==> config.mk <==
export PLATFORM = sky130hd
export DESIGN_NAME = uart_rx_core
export DESIGN_NICKNAME = d
export VERILOG_FILES = /design/src/rtl/uart_pkg.sv /design/src/rtl/uart_baud_tick.sv /design/src/rtl/uart_rx_core.sv
export SDC_FILE = /design/constraint.sdc
export NUM_CORES = 1
export LEC_CHECK = 0
export ABC_AREA = 1
export CORE_AREA = 2 2 82 84
export CTS_CLUSTER_DIAMETER = 80
export DETAILED_ROUTE_END_ITERATION = 10
export DIE_AREA = 0 0 84 86
export GPL_ROUTABILITY_DRIVEN = 1
export MAX_ROUTING_LAYER = met4
export SYNTH_ARGS = -nofsm -noshare
export SYNTH_HDL_FRONTEND = slang
export SYNTH_SLANG_ARGS = --single-unit
==> constraint.sdc <==
create_clock -name clk_50 -period 1.6 [get_ports clk_50]
set_input_delay 0.32 -clock clk_50 [delete_from_list [all_inputs] [get_ports clk_50]]
set_output_delay 0.32 -clock clk_50 [all_outputs]
set_load 0.02 [all_outputs]
==> src/rtl/uart_pkg.sv <==
// uart_pkg: shared parity encodings, receiver FSM states and the baud divisor helper.
// Contents:
//    PAR_NONE / PAR_ODD / PAR_EVEN  values accepted by the PARITY parameter
//    rx_state_t                     receiver FSM state encoding
//    calc_div()                     clocks per oversample tick, integer-truncated
package uart_pkg;

   localparam int PAR_NONE = 0;
   localparam int PAR_ODD  = 1;
   localparam int PAR_EVEN = 2;

   typedef enum logic [2:0] {
      S_IDLE,
      S_START,
      S_DATA,
      S_PARITY,
      S_STOP,
      S_WAIT_HIGH
   } rx_state_t;

   function automatic int calc_div(input int clk_freq, input int baud, input int oversample);
      return clk_freq / (baud * oversample);
   endfunction

endpackage

==> src/rtl/uart_baud_tick.sv <==
// uart_baud_tick: free-running oversample tick generator, one-cycle tick every DIV clocks.
// Ports:
//    clk_50  in   system clock
//    rst_n   in   synchronous active-low reset, clears the divider
//    tick    out  high for one cycle when the divider wraps (every DIV clocks)
module uart_baud_tick
   import uart_pkg::*;
#(
   parameter int CLK_FREQ   = 50_000_000,
   parameter int BAUD       = 9600,
   parameter int OVERSAMPLE = 16
) (
   input  logic clk_50,
   input  logic rst_n,
   output logic tick
);

   localparam int DIV = calc_div(CLK_FREQ, BAUD, OVERSAMPLE);
   localparam int W   = (DIV < 2) ? 1 : $clog2(DIV);

   if (DIV < 2) begin : g_bad_div
      $error("uart_baud_tick: CLK_FREQ/(BAUD*OVERSAMPLE) must be at least 2");
   end

   logic [W-1:0] cnt;

   assign tick = (cnt == W'(DIV - 1));

   always_ff @(posedge clk_50) begin
      if (!rst_n) cnt <= '0;
      else        cnt <= tick ? '0 : cnt + W'(1);
   end

endmodule

==> src/rtl/uart_rx_core.sv <==
// uart_rx_core: 16x oversampled UART receiver with parity/framing/overrun detection and valid/ready output.
// Ports:
//    clk_50       in   system clock, single domain
//    rst_n        in   synchronous active-low reset
//    uart_rx      in   asynchronous serial line, idle high
//    data_out     out  received payload, LSB received first
//    data_valid   out  data_out holds an unconsumed word
//    data_ready   in   consumer takes the word when data_valid && data_ready
//    parity_err   out  one-cycle pulse with a delivered word whose parity mismatched
//    frame_err    out  one-cycle pulse when a stop bit samples 0
//    overrun_err  out  one-cycle pulse when a completed word is dropped
module uart_rx_core
   import uart_pkg::*;
#(
   parameter int CLK_FREQ  = 50_000_000,
   parameter int BAUD      = 9600,
   parameter int DATA_BITS = 8,
   parameter int PARITY    = PAR_NONE,
   parameter int STOP_BITS = 1
) (
   input  logic                 clk_50,
   input  logic                 rst_n,
   input  logic                 uart_rx,
   output logic [DATA_BITS-1:0] data_out,
   output logic                 data_valid,
   input  logic                 data_ready,
   output logic                 parity_err,
   output logic                 frame_err,
   output logic                 overrun_err
);

   if (DATA_BITS < 5 || DATA_BITS > 9) begin : g_bad_data_bits
      $error("uart_rx_core: DATA_BITS must be 5..9");
   end
   if (PARITY < PAR_NONE || PARITY > PAR_EVEN) begin : g_bad_parity
      $error("uart_rx_core: PARITY must be 0, 1 or 2");
   end
   if (STOP_BITS < 1 || STOP_BITS > 2) begin : g_bad_stop_bits
      $error("uart_rx_core: STOP_BITS must be 1 or 2");
   end

   logic                 tick;
   logic [1:0]           sync;
   logic                 rx_s;
   rx_state_t            state, state_n;
   logic [3:0]           os_cnt;
   logic [3:0]           bit_cnt;
   logic [DATA_BITS-1:0] shreg;
   logic                 par_bad;
   logic                 mid, bit_end;
   logic                 os_clr, bit_clr, bit_inc, shift_en, par_en, done, ferr;
   logic                 accept;

   uart_baud_tick #(
      .CLK_FREQ  (CLK_FREQ),
      .BAUD      (BAUD),
      .OVERSAMPLE(16)
   ) u_tick (
      .clk_50(clk_50),
      .rst_n (rst_n),
      .tick  (tick)
   );

   assign rx_s    = sync[1];
   assign mid     = tick && (os_cnt == 4'd7);
   assign bit_end = tick && (os_cnt == 4'd15);
   assign accept  = !data_valid || data_ready;

   always_ff @(posedge clk_50) begin
      if (!rst_n) state <= S_IDLE;
      else        state <= state_n;
   end

   // START re-centres os_cnt at mid-bit, so every later os_cnt==15 lands mid-bit too.
   // bit_cnt is reused as the stop-bit counter once the payload is in.
   always_comb begin
      state_n  = state;
      os_clr   = 1'b0;
      bit_clr  = 1'b0;
      bit_inc  = 1'b0;
      shift_en = 1'b0;
      par_en   = 1'b0;
      done     = 1'b0;
      ferr     = 1'b0;
      case (state)
         S_IDLE: if (tick && !rx_s) begin
            os_clr  = 1'b1;
            state_n = S_START;
         end
         S_START: if (mid) begin
            if (rx_s) state_n = S_IDLE;
            else begin
               os_clr  = 1'b1;
               bit_clr = 1'b1;
               state_n = S_DATA;
            end
         end
         S_DATA: if (bit_end) begin
            shift_en = 1'b1;
            if (bit_cnt == 4'(DATA_BITS - 1)) begin
               bit_clr = 1'b1;
               state_n = (PARITY != PAR_NONE) ? S_PARITY : S_STOP;
            end else bit_inc = 1'b1;
         end
         S_PARITY: if (bit_end) begin
            par_en  = 1'b1;
            state_n = S_STOP;
         end
         S_STOP: if (bit_end) begin
            if (!rx_s) begin
               ferr    = 1'b1;
               state_n = S_WAIT_HIGH;
            end else if (bit_cnt == 4'(STOP_BITS - 1)) begin
               done    = 1'b1;
               state_n = S_IDLE;
            end else bit_inc = 1'b1;
         end
         S_WAIT_HIGH: if (rx_s) state_n = S_IDLE;
         default: state_n = S_IDLE;
      endcase
   end

   // Payload shifts in from the top so the first-received bit ends at the LSB.
   always_ff @(posedge clk_50) begin
      if (!rst_n) begin
         sync    <= 2'b11;
         os_cnt  <= '0;
         bit_cnt <= '0;
         shreg   <= '0;
         par_bad <= 1'b0;
      end else begin
         sync    <= {sync[0], uart_rx};
         os_cnt  <= os_clr ? 4'd0 : os_cnt + (tick ? 4'd1 : 4'd0);
         bit_cnt <= bit_clr ? 4'd0 : bit_cnt + (bit_inc ? 4'd1 : 4'd0);
         if (shift_en) shreg <= {rx_s, shreg[DATA_BITS-1:1]};
         if (os_clr)      par_bad <= 1'b0;
         else if (par_en) par_bad <= rx_s != ((^shreg) ^ (PARITY == PAR_ODD));
      end
   end

   // A completed word loads only if the slot is free or being emptied this edge; otherwise it is dropped.
   always_ff @(posedge clk_50) begin
      if (!rst_n) begin
         data_out    <= '0;
         data_valid  <= 1'b0;
         parity_err  <= 1'b0;
         frame_err   <= 1'b0;
         overrun_err <= 1'b0;
      end else begin
         parity_err  <= done && accept && par_bad;
         frame_err   <= ferr;
         overrun_err <= done && !accept;
         if (done && accept) begin
            data_out   <= shreg;
            data_valid <= 1'b1;
         end else if (data_valid && data_ready) data_valid <= 1'b0;
      end
   end

endmodule

# Yosys cells after proc, flatten, opt, wreduce, memory -nomap -nowiden
# Index checks and enable logic that the tools add are counted.
[op_classes]
addsub = 3
n_eq_ne = 18
muxes = 35
bitwise_logic = 1
reduce_logical = 20
[op_table]
columns = ["cell", "count"]
rows = [
  ["3-bit 2-to-1 mux", 9],
  ["1-bit 2-to-1 mux", 21],
  ["3-bit case mux with 6 select lines", 1],
  ["2-bit inequality test (second input constant)", 7],
  ["9-bit by 1-bit adder with 9-bit output (second input constant)", 1],
  ["9-bit equality test (second input constant)", 1],
  ["4-bit by 1-bit adder with 4-bit output", 2],
  ["4-bit by 3-bit equality test with 1-bit output (second input constant)", 2],
  ["8-bit AND reduction", 1],
  ["8-bit parity", 1],
  ["1-bit logical AND", 7],
  ["3-bit by 2-bit equality test with 1-bit output (second input constant)", 2],
  ["3-bit equality test (second input constant)", 2],
  ["1-bit case mux with 2 select lines", 3],
  ["2-bit OR reduction", 3],
  ["4-bit equality test (second input constant)", 1],
  ["4-bit zero test", 1],
  ["3-bit by 1-bit equality test with 1-bit output (second input constant)", 1],
  ["1-bit zero test", 3],
  ["3-bit zero test", 1],
  ["3-bit inequality test (second input constant)", 1],
  ["3-bit AND reduction", 1],
  ["2-bit 2-to-1 mux", 1],
  ["2-bit nonzero test", 1],
  ["3 further kinds", 3],
]
[totals]
register_bits = 43
input_bits = 4
out_inout_bits = 12

# Logic depth before layout (Yosys ltp)
[logic_depth]
ltp_word = 7
mapped_depth = 11
depth_no_buf = 11

# By module
# Synthesis repeated with hierarchy kept, for this count alone.
[unflattened]
cells_unflattened = 312
area_unflattened_um2 = 2164.6
[modules_own_cells]
columns = ["mod", "n_inst", "cells_each", "area_each_um2", "seq_area_each_um2"]
rows = [
  ["uart_rx_core", 1, 245, 1679.1, 680.7],
  ["uart_baud_tick", 1, 67, 485.5, 180.2],
]

# Worst setup path after synthesis
# OpenSTA, ideal clock, no wires.
[synth_timing]
kind = "reg2reg"
start = "register u_tick.cnt[0]"
end = "register bit_cnt[2]"
setup_ns = 0.116
arrival_time_ns = 1.611
slack_ns = -0.127
path_stages_with_launch = 11
period_less_slack_ns = 1.727
path_cell_list = "dfxtp_1 -> inv_1 -> ha_1 -> nand2_1 -> nor2_4 -> nand3_4 -> a221oi_1 -> ha_1 -> ha_1 -> xnor2_1 -> nor2_1"
[synth_between]
elab_chain_len = 6
word_cells_on_any_way = 12
[synth_rtl]
columns = ["item", "line_no", "rtl"]
rows = [
  ["start: declaration", "uart_baud_tick.sv:25", "logic [W-1:0] cnt;"],
  ["start signal: assignment", "uart_baud_tick.sv:31", "else cnt <= tick ? '0 : cnt + W'(1);"],
  ["9-bit equality test *", "uart_baud_tick.sv:27", "assign tick = (cnt == W'(DIV - 1));"],
  ["1-bit logical AND", "uart_rx_core.sv:66", "assign bit_end = tick && (os_cnt == 4'd15);"],
  ["1-bit 2-to-1 mux (on tied branches)", "uart_rx_core.sv:109, uart_rx_core.sv:98", ""],
  ["1-bit case mux with 2 select lines", "uart_rx_core.sv:85", "case (state)"],
  ["1-bit 2-to-1 mux", "uart_rx_core.sv:134", "bit_cnt <= bit_clr ? 4'd0 : bit_cnt + (bit_inc ? 4'd1 : 4'd0);"],
  ["4-bit by 1-bit adder with 4-bit output", "uart_rx_core.sv:134", ""],
  ["end signal: assignment", "uart_rx_core.sv:134", ""],
  ["end: declaration", "uart_rx_core.sv:47", "logic [3:0] bit_cnt;"],
]
# Mark *: on every way between the ends. The rest lies on a longest branch, timed or not.
# A chain may end at the register's enable or synchronous reset.

# Final worst setup path
# Same ends and word-level chain as after synthesis.

==> metrics <==
most used cell, CP=ha_4; CP Max Fanout=3; Post-layout nets=372; Initial Util=0.346; CP endpoint kind=register; RD Place Congestion=around 0.89; Reg2Reg Depth=10; WHS Endpoint=sync[1]$_SDFF_PN1_; sequential share of power=0.453; TritonCTS buffer count=5; Crit path largest cell delay=around 0.33 ns; die span in y=about 86 um; Routed Antenna Nets=0; RR Endpoint=bit_cnt[2]$_SDFF_PP0_; Post-DP HPWL=3040 um; fin crit share=0.993; FILL cells=646; GRT Resource Usage Total=0.124; CTS root buf=clkbuf_8; CP max stage cell=dfxtp_2; worst hold path depth=1; post-synthesis sequential area ratio=0.396; Hold Crit Class=reg2reg; Vias/cell=4.55; Area Overhead vs Synth=30.2%; Vias=between 2000 and 2500; startpoint types=register; fmax=about 630 MHz; # clock sinks=between 40 and 50; status=finished clean; logic gate share of total power=0.280; syn_nets=between 300 and 400; # port buffers=15; Worst EP required=between 1.5 and 2 ns; share of layout cells above drive strength 1=0.248; final critical-path required period=about 1.6 ns; Clock Latency Late Sink=around 0.30 ns; dpl cells=426; crit path DAT=around 1.8 ns; initial antenna violation count=0; Syn Inst Count=between 300 and 400; Slew Limit Headroom=0.718; Int Power=approximately 0.0017 W; worst setup path category=reg2reg; CTS tree=built; P_sw=0.000822 W; static leakage=1.25 nW; Yosys reg bits=43; largest net degree at the start of global routing=18; CTS clk-pin slew, worst paths=roughly 0.080 ns; Ys Warns=0; reg-to-reg slack, setup=~0.011 ns; Yosys cell types=32; Critical Path Source=u_tick.cnt[0]$_SDFF_PP0_; WL per Instance=between 9 and 10 um; Max Slew Vio Count=0; Pre-antenna DRT Iters=4; crit-path cells=inv_2 -> ha_4 -> nand2_4 -> nor2_4 -> nand3_4 -> a221oi_2 -> ha_2 -> ha_4 -> xnor2_2 -> nor2_1; chip width=between 80 and 90 um; DRC viols=0; Non-Filler Instances=440; worst slew pin tran=0.423 ns; Mapped Area=2170 um2; clock share of power=0.268; pwr/cell area=898 nW/um2; RSZ-0062 raised after global routing=yes; global-route wire length before repair=around 7200 um; final hold vios=0; number of global-route vias before repair=~1800; # diodes=0; Ports=16; Power, Total=between 0.002 and 0.003 W; Post-Route Skew=about 0.0042 ns; CORE AREA=around 6300 um2; synthesized area per cell=between 6 and 7 um2; Total Die Area=7220 um2; CTS HTree Levels=2; DR iter-0 viols=95; Max rail drop VDD=just under 0.4 mV; Rows=29; FF-to-FF Start=u_tick.cnt[0]$_SDFF_PP0_; HP Start=sync[0]$_SDFF_PN1_; Routed Wire Length=4330 um; Sw Ratio=0.324; Fin Setup TNS=0 ns; Max-cap violations=0; Clock Tree Buf Depth=2; grt ovf=0; Setup Viol. Count Final=0
[flip-flops by register name, summed over array words and instances, names as in the netlist, 2 cells and up]
| name | count |
|---|---|
| u_tick.cnt | 9 |
| state | 3 |
| data_out | 8 |
| sync | 2 |
| bit_cnt | 4 |
| shreg | 8 |
| os_cnt | 4 |
[Yosys cell counts (all sizes together)]
master	instances	area [um2]
nor4	2	12.5
nand4	3	18.8
and3	1	6.26
ha	6	75.1
nor3	7	46.3
nand3b	1	7.51
buf	5	38.8
nor3b	3	22.5
nand2	81	319
nor2	58	248
clkbuf	2	7.51
dfxtp	43	861
inv	53	199
xor2	2	17.5
and2	2	15.0
or2	4	25.0
o21ai	11	55.1
a221oi	1	8.76
xnor2	3	26.3
a21oi	12	60.1
nand3	18	103
[worst max-delay path, delay by kind of cell (launching register included)]
kind | cells | cell delay [ns]
AND/OR/NAND/NOR | 4 | 0.28
XOR/XNOR | 1 | 0.10
buffers and inverters | 1 | 0.06
adder cells (fa/ha/maj) | 3 | 0.52
flip-flops | 1 | 0.33
AO/OA/AOI/OAI | 1 | 0.18
[area by class of cell]
type                    instances  area [um2]  area share
multi-input cells             217        1210       0.427
flip-flops and latches         43         868       0.307
clock buffers                   6        72.6      0.0257
well taps                      77        96.3      0.0341
inverters                      53         199      0.0703
clock inverters                 2        12.5     0.00442
repair buffers                 42         372       0.131
[worst max path at each step]
| stage | depth (start not counted) | end | slack, ns |
|---|---|---|---|
| after floorplan | 10 | bit_cnt[2]$_SDFF_PP0_ | -0.003 |
| after global placement | 10 | bit_cnt[2]$_SDFF_PP0_ | -0.01 |
| after detailed placement | 10 | bit_cnt[2]$_SDFF_PP0_ | -0.07 |
| after CTS | 10 | bit_cnt[2]$_SDFF_PP0_ | 0.001 |
| after global routing | 10 | bit_cnt[2]$_SDFF_PP0_ | -0.09 |
| final | 10 | bit_cnt[2]$_SDFF_PP0_ | 0.01 |
[kinds of logic (layout without fill, tap and decap cells)]
family / Yosys count / after routing / share of synthesized area
adders and majority gates: 6 / 6 / 0.0346
buffers and inverters: 60 / 103 / 0.113
and+or+nand+nor: 180 / 182 / 0.379
AOI/OAI and AO/OA: 24 / 24 / 0.0570
xor gates and xnor gates: 5 / 5 / 0.0202
DFF: 43 / 43 / 0.396
[cells in the final DEF, fill, tap and decap left out, types with 2 or more instances in the layout]
master / n
a21oi_1: 12
buf_4: 25
clkbuf_8: 5
clkdlybuf4s50_1: 14
dfxtp_1: 37
dfxtp_2: 6
ha_2: 3
ha_4: 2
inv_1: 41
inv_2: 12
nand2_1: 73
nand2_2: 5
nand2_4: 3
nand2_8: 2
nand3_1: 16
nand4_1: 3
nor2_1: 47
nor2_2: 7
nor2_4: 4
nor3_1: 5
nor3b_1: 3
o21ai_0: 11
or2_2: 3
xnor2_1: 2
xor2_1: 2
[stage by stage]
stage	util	instance area (um2)	hold slack, ns	setup slack [ns]
final	0.451	2830	0.432	0.0108
after global routing	0.451	2830	0.454	-0.0868
after CTS	0.432	2710	0.438	0.00105
after detailed placement	0.414	2600	0.401	-0.0729
after global placement	0.414	2600	0.420	-0.0103
after floorplan	-	2220	0.393	-0.00330
[power groups by stage]
stage	Clock [W]	Sequential [W]	Combinational (W)
2_1_floorplan	0	0.00116	0.000444
3_3_place_gp	0	0.00116	0.000642
3_5_place_dp	0	0.00117	0.000640
4_1_cts	0.000703	0.00114	0.000667
5_1_grt	0.000739	0.00116	0.000802
6_report	0.000680	0.00115	0.000710
[metal layers]
metal / routed length [um] / global-route usage / vias up
li1: - / - / 1061
met1: 2030 / 0.146 / 906
met4: 57 / 0.0425 / 0
met3: 160 / 0.0346 / 6
met5: 0 / - / -
met2: 2080 / 0.207 / 30
[timing repair]
| item | 4_1_cts | 5_1_grt |
|---|---|---|
| hold buffers | 0 | 0 |
| endpoints found under the hold margin | 0 | 0 |
| pin swaps | 3 | 8 |
| gates cloned | 0 | 2 |
| endpoints found under the setup margin | 5 | 25 |
| gates resized for setup | 5 | 24 |
| buffers inserted | 2 | 2 |
No activity file was read; power rests on OpenSTA's default activity.
